File: src/rtl/if_stage.sv
// rtl/if_stage.sv - instruction fetch stage with single-outstanding memory port and 2-entry prefetch FIFO
module if_stage #(
    parameter logic [31:0] BOOT_ADDR = 32'h0000_0000,
    parameter logic [31:0] NOP_INSTR = 32'h0000_0013
) (
    input  logic        clk,
    input  logic        rst_n,
    input  logic        stall_i,
    input  logic        brj_i,
    input  logic [31:0] brj_pc_i,
    output logic        instr_req_o,
    output logic [31:0] instr_addr_o,
    input  logic        instr_gnt_i,
    input  logic        instr_rvalid_i,
    input  logic [31:0] instr_rdata_i,
    output logic [31:0] d_instruction_o,
    output logic [31:0] d_pc_o,
    output logic [31:0] d_pc4_o,
    output logic        d_valid_o
);

    typedef enum logic [1:0] {S_IDLE, S_WAIT, S_KILL} state_t;

    state_t      state;
    state_t      state_nxt;
    logic [31:0] fpc;
    logic [31:0] req_pc;
    logic [31:0] fifo_instr [2];
    logic [31:0] fifo_pc [2];
    logic        rd_ptr;
    logic        wr_ptr;
    logic [1:0]  count;
    logic        fire;
    logic        kept;
    logic        bypass;
    logic        push;
    logic        pop;
    logic        unused_brj_lsb;

    // Redirect targets are forced to word alignment, so the low bits are dropped.
    assign unused_brj_lsb = ^brj_pc_i[1:0];

    assign instr_addr_o = fpc;
    assign fire   = instr_req_o & instr_gnt_i;
    // A response is kept only while the FSM still wants it and no redirect kills it now.
    assign kept   = instr_rvalid_i & (state == S_WAIT) & ~brj_i;
    assign bypass = kept & (count == 2'd0) & ~stall_i;
    assign push   = kept & ~bypass;
    assign pop    = ~brj_i & ~stall_i & (count != 2'd0);

    // FSM state register
    always_ff @(posedge clk or negedge rst_n) begin
        if (!rst_n) begin
            state <= S_IDLE;
        end else begin
            state <= state_nxt;
        end
    end

    // FSM next-state: a new grant while the current response retires keeps us in WAIT
    always_comb begin
        state_nxt = state;
        case (state)
            S_IDLE: begin
                if (fire) state_nxt = S_WAIT;
            end
            S_WAIT: begin
                if (instr_rvalid_i)  state_nxt = fire ? S_WAIT : S_IDLE;
                else if (brj_i)      state_nxt = S_KILL;
            end
            S_KILL: begin
                if (instr_rvalid_i) state_nxt = S_IDLE;
            end
            default: state_nxt = S_IDLE;
        endcase
    end

    // FSM output: in WAIT a follow-on request is raised only in the cycle the current
    // response retires, so one request is in flight at most and FIFO space stays reserved
    always_comb begin
        instr_req_o = 1'b0;
        case (state)
            S_IDLE:  instr_req_o = (count != 2'd2);
            S_WAIT:  instr_req_o = instr_rvalid_i & (count == 2'd0);
            default: instr_req_o = 1'b0;
        endcase
        if (brj_i || !rst_n) instr_req_o = 1'b0;
    end

    // Fetch PC advances on each accepted request; redirect overrides
    always_ff @(posedge clk or negedge rst_n) begin
        if (!rst_n) begin
            fpc    <= BOOT_ADDR;
            req_pc <= BOOT_ADDR;
        end else begin
            if (brj_i)     fpc <= {brj_pc_i[31:2], 2'b00};
            else if (fire) fpc <= fpc + 32'd4;
            if (fire)      req_pc <= fpc;
        end
    end

    // FIFO storage, no reset needed since occupancy qualifies every read
    always_ff @(posedge clk) begin
        if (push) begin
            fifo_instr[wr_ptr] <= instr_rdata_i;
            fifo_pc[wr_ptr]    <= req_pc;
        end
    end

    // FIFO pointers and occupancy; a redirect flushes everything
    always_ff @(posedge clk or negedge rst_n) begin
        if (!rst_n) begin
            rd_ptr <= 1'b0;
            wr_ptr <= 1'b0;
            count  <= 2'd0;
        end else if (brj_i) begin
            rd_ptr <= 1'b0;
            wr_ptr <= 1'b0;
            count  <= 2'd0;
        end else begin
            if (push) wr_ptr <= ~wr_ptr;
            if (pop)  rd_ptr <= ~rd_ptr;
            count <= count + {1'b0, push} - {1'b0, pop};
        end
    end

    // Decode register: redirect bubbles, stall holds, else FIFO head, bypass, or bubble
    always_ff @(posedge clk or negedge rst_n) begin
        if (!rst_n) begin
            d_instruction_o <= NOP_INSTR;
            d_pc_o          <= 32'd0;
            d_pc4_o         <= 32'd0;
            d_valid_o       <= 1'b0;
        end else if (brj_i) begin
            d_instruction_o <= NOP_INSTR;
            d_valid_o       <= 1'b0;
        end else if (!stall_i) begin
            if (pop) begin
                d_instruction_o <= fifo_instr[rd_ptr];
                d_pc_o          <= fifo_pc[rd_ptr];
                d_pc4_o         <= fifo_pc[rd_ptr] + 32'd4;
                d_valid_o       <= 1'b1;
            end else if (bypass) begin
                d_instruction_o <= instr_rdata_i;
                d_pc_o          <= req_pc;
                d_pc4_o         <= req_pc + 32'd4;
                d_valid_o       <= 1'b1;
            end else begin
                d_instruction_o <= NOP_INSTR;
                d_valid_o       <= 1'b0;
            end
        end
    end

    // Request gating must make a push into a full FIFO unreachable
    assert property (@(posedge clk) disable iff (!rst_n) !(push && count == 2'd2));

endmodule

File: config.mk
export PLATFORM = sky130hd
export DESIGN_NAME = if_stage
export DESIGN_NICKNAME = d
export VERILOG_FILES = /design/src/rtl/if_stage.sv
export SDC_FILE = /design/constraint.sdc
export NUM_CORES = 1
export LEC_CHECK = 0
export BUFFER_PORTS_ARGS = -buffer_cell sky130_fd_sc_hd__buf_2
export CAP_MARGIN = 20
export CORE_ASPECT_RATIO = 0.7
export CORE_UTILIZATION = 50
export DETAILED_ROUTE_END_ITERATION = 8
export HOLD_SLACK_MARGIN = 0.08
export PLACE_DENSITY = 0.72
export SLEW_MARGIN = 10
export SYNTH_ARGS = -nofsm -noshare
export SYNTH_HDL_FRONTEND = slang
export SYNTH_SLANG_ARGS = --single-unit
export TNS_END_PERCENT = 20
File: constraint.sdc
create_clock -name clk -period 12.39 [get_ports clk]
set_input_delay 1.239 -clock clk [delete_from_list [all_inputs] [get_ports clk]]
set_output_delay 1.239 -clock clk [all_outputs]
set_load 0.02 [all_outputs]
==> flow_summary_export.csv <==
group,metric,value,unit
status,status,"finished clean",
floorplan,die_y,134,µm
global_route,grt_start_max_net_pins,76,
clock_tree,cts_max_level,1,
routing,vias_per_cell,5.63,
yosys,yosysUniqueCellTypes,63,
sta,fmax,200,MHz
sta,final.min_clock_period,5010,ps
sta,slew_headroom,30.8,%
placement,dpl_cell_area,13600,µm²
yosys,synthTopCellsByCount,"189 x nand2_1, 156 x dfrtp_1, 124 x edfxtp_1, 119 x nor2_1, 85 x o21ai_0",
pwr,power,2.53,mW
finish,synthToLayoutAreaGrowth,17.0,%
yosys,synth_edf_count,124,
yosys,ys_warn_count,0,
finish,layout-drive-gt1-share,20.6,%
sta,rsz0062_at_grt,"no",
min_path,hold_class,"flop to flop",
routing,routedWlPerCell,18.4,µm
clock_tree,hold_buffers,0,
yosys,synth_most_common_cell,"nand2_1",
sta,tightest_slew,1010,ps
routing,postRouteAntennaNets,0,
sta,hold_viol,0,
finish,ff_latch_area,7710,µm²
sta,setup_violations,0,
placement,place_ws,6820,ps
routing,highest_layer,"met4",
pwr,p_leak,6.11,nW
finish,multi_input_area,4380,µm²
placement,dpl.hpwl,20000,µm
clock_tree,cts_resized,0,
floorplan,initial_core_util,51.7,%
global_route,first_global_vias,8556,
routing,met3_length,1910,µm
sta,drv_slew,0,
yosys,syn_area,12400,µm²
global_route,overflow,0,
clock_tree,ctsLongestPathBuffers,3,
yosys,async_reset_ff_share,56.2,%
routing,first_pass_iters,5,
placement,gp_congestion,0.867,
yosys,postSynthCellCount,1130,
yosys,yosysTopAreaCellShare,31.4,%
yosys,ys_seq_area_share,62.1,%
yosys,synth_area_leaders,"dfrtp_1 31%, edfxtp_1 30%, nand2_1 5.7%, mux2i_1 4.9%, nor2_1 3.6%",
pwr,ir_worst_vdd,132,µV
routing,wl,30100,µm
yosys,yosys.area.top_type,"dfrtp_1",
routing,drt_iter0_drc,726,
worst_setup_path,start_kind,"input pin",
routing,vias,9205,
floorplan,die-area,25500,µm²
floorplan,num_io_pins,200,
finish,final.fill_count,2025,
finish,nets,1371,
worst_setup_path,crit_required,12840,ps
clock_tree,cts_setup_buffers,0,
worst_setup_path,crit_type,"input pin to flop",
worst_setup_path,crit_path_end_kind,"flop",
global_route,grt_pass1_wl,48400,µm
worst_setup_path,crit_fanout,75,
global_route,antenna_found_initial,0,
sta,period_share,40.5,%
floorplan,rows,47,
clock_tree,clock_latency,530,ps
routing,wl_met1,14600,µm
pwr,p_per_area,174,nW/µm²
finish,layoutNonFillerInstCount,1636,
sta,clock_skew,11.5,ps
finish,design_area,14500,µm²
routing,drc,0,
sta,layout_setup_ws,7380,ps
clock_tree,cts_buffers,28,
routing,wl_met2,13100,µm
yosys,synth_ff_type,"dfrtp_1",
yosys,ys_seq_elements,283,
yosys,avgSynthCellArea,11.0,µm²
finish,diodes,0,
clock_tree,clkTransAtPathRegs,60,ps
worst_setup_path,arrival,5470,ps
finish,final_core_util,60.5,%
clock_tree,clock_sinks,283,
floorplan,core-area,24000,µm²
clock_tree,root_buffer,"clkbuf_16",
sta,hold_ws,473,ps
sta,final.setup.tns,0,ps
clock_tree,cts_tree,"yes",
placement,io_buffer_count,191,
global_route,track_usage,24.1,%
floorplan,die_w,190,µm
placement,dp.cells,1583,
run,drv_cap,0,
path summary, 6_finish.rpt:
path | from | to | slack, ps | cells past startpoint
min | d_pc_o[7] | d_pc_o[7] | 470 | 2
max | stall_i | d_pc4_o[30] | 7380 | 9
min reg2reg | d_pc_o[7] | d_pc_o[7] | 470 | 2
max reg2reg | count[1] | d_pc4_o[30] | 8320 | 8
min in group asynchronous | rst_n | d_instruction_o[21] | 590 | 1
max in group asynchronous | rst_n | d_pc_o[23] | 9820 | 3
power by group:
group / switching [mW] / total [mW] / internal [mW]
logic: 0.317 / 0.480 / 0.162
clock network: 0.348 / 0.830 / 0.482
registers: 0.108 / 1.22 / 1.11
total: 0.774 / 2.53 / 1.76
cell type report:
| type | count | share of cell area, % |
|---|---|---|
| flip-flops and latches | 283 | 53.1 |
| inverters | 16 | 0.431 |
| repair buffers | 202 | 7.26 |
| clock inverters | 9 | 0.362 |
| well taps | 318 | 2.74 |
| clock buffers | 42 | 5.96 |
| multi-input cells | 766 | 30.2 |
logic make-up (layout without fill, tap and decap cells):
logic type | after synthesis | after routing | synth area share (%)
compound gates | 231 | 231 | 11.4
mux | 69 | 69 | 5.64
fa+ha+maj | 4 | 4 | 0.403
xor+xnor | 32 | 32 | 2.26
flops | 283 | 283 | 62.1
buf+inv | 86 | 269 | 2.95
other cells | 1 | 6 | 0.0302
simple gates | 424 | 424 | 15.2
layer usage:
metal	track usage, %	up-vias
li1	-	4367
met1	38.8	4484
met3	3.19	33
met2	34.7	321
met4	4.58	0
met5	0	-
critical path, stage by stage:
cell      delay (ps)
buf_2            730
o21bai_4         440
or2_4            770
inv_4            220
mux2i_1          410
nor4_4           670
nand4_2          310
or4_1            470
a31oi_1          170
flip-flops by register name, indices dropped and copies added (netlist names), 2 cells and up:
signal           cells
count                2
d_instruction_o     32
d_pc4_o             30
d_pc_o              30
fifo_instr          64
fifo_pc             60
instr_addr_o        30
req_pc              30
state                2
layout by cell type, fill, tap and decap left out, types with 6 or more instances in the layout:
master / count
inv_1: 15
buf_2: 189
nand2_1: 188
nand3_1: 25
clkbuf_16: 30
and3_1: 7
edfxtp_1: 124
xnor2_1: 22
nand3b_1: 7
mux2i_1: 61
mux2_2: 8
o21ai_0: 85
a221o_1: 14
a21oi_1: 77
o211ai_1: 7
dfrtp_1: 155
buf_4: 11
xor2_1: 10
nor4_1: 8
nor3_1: 20
clkbuf_8: 7
conb_1: 6
nor2_1: 116
or3_1: 7
nand4_1: 9
Power figures use the tool's default switching activity.
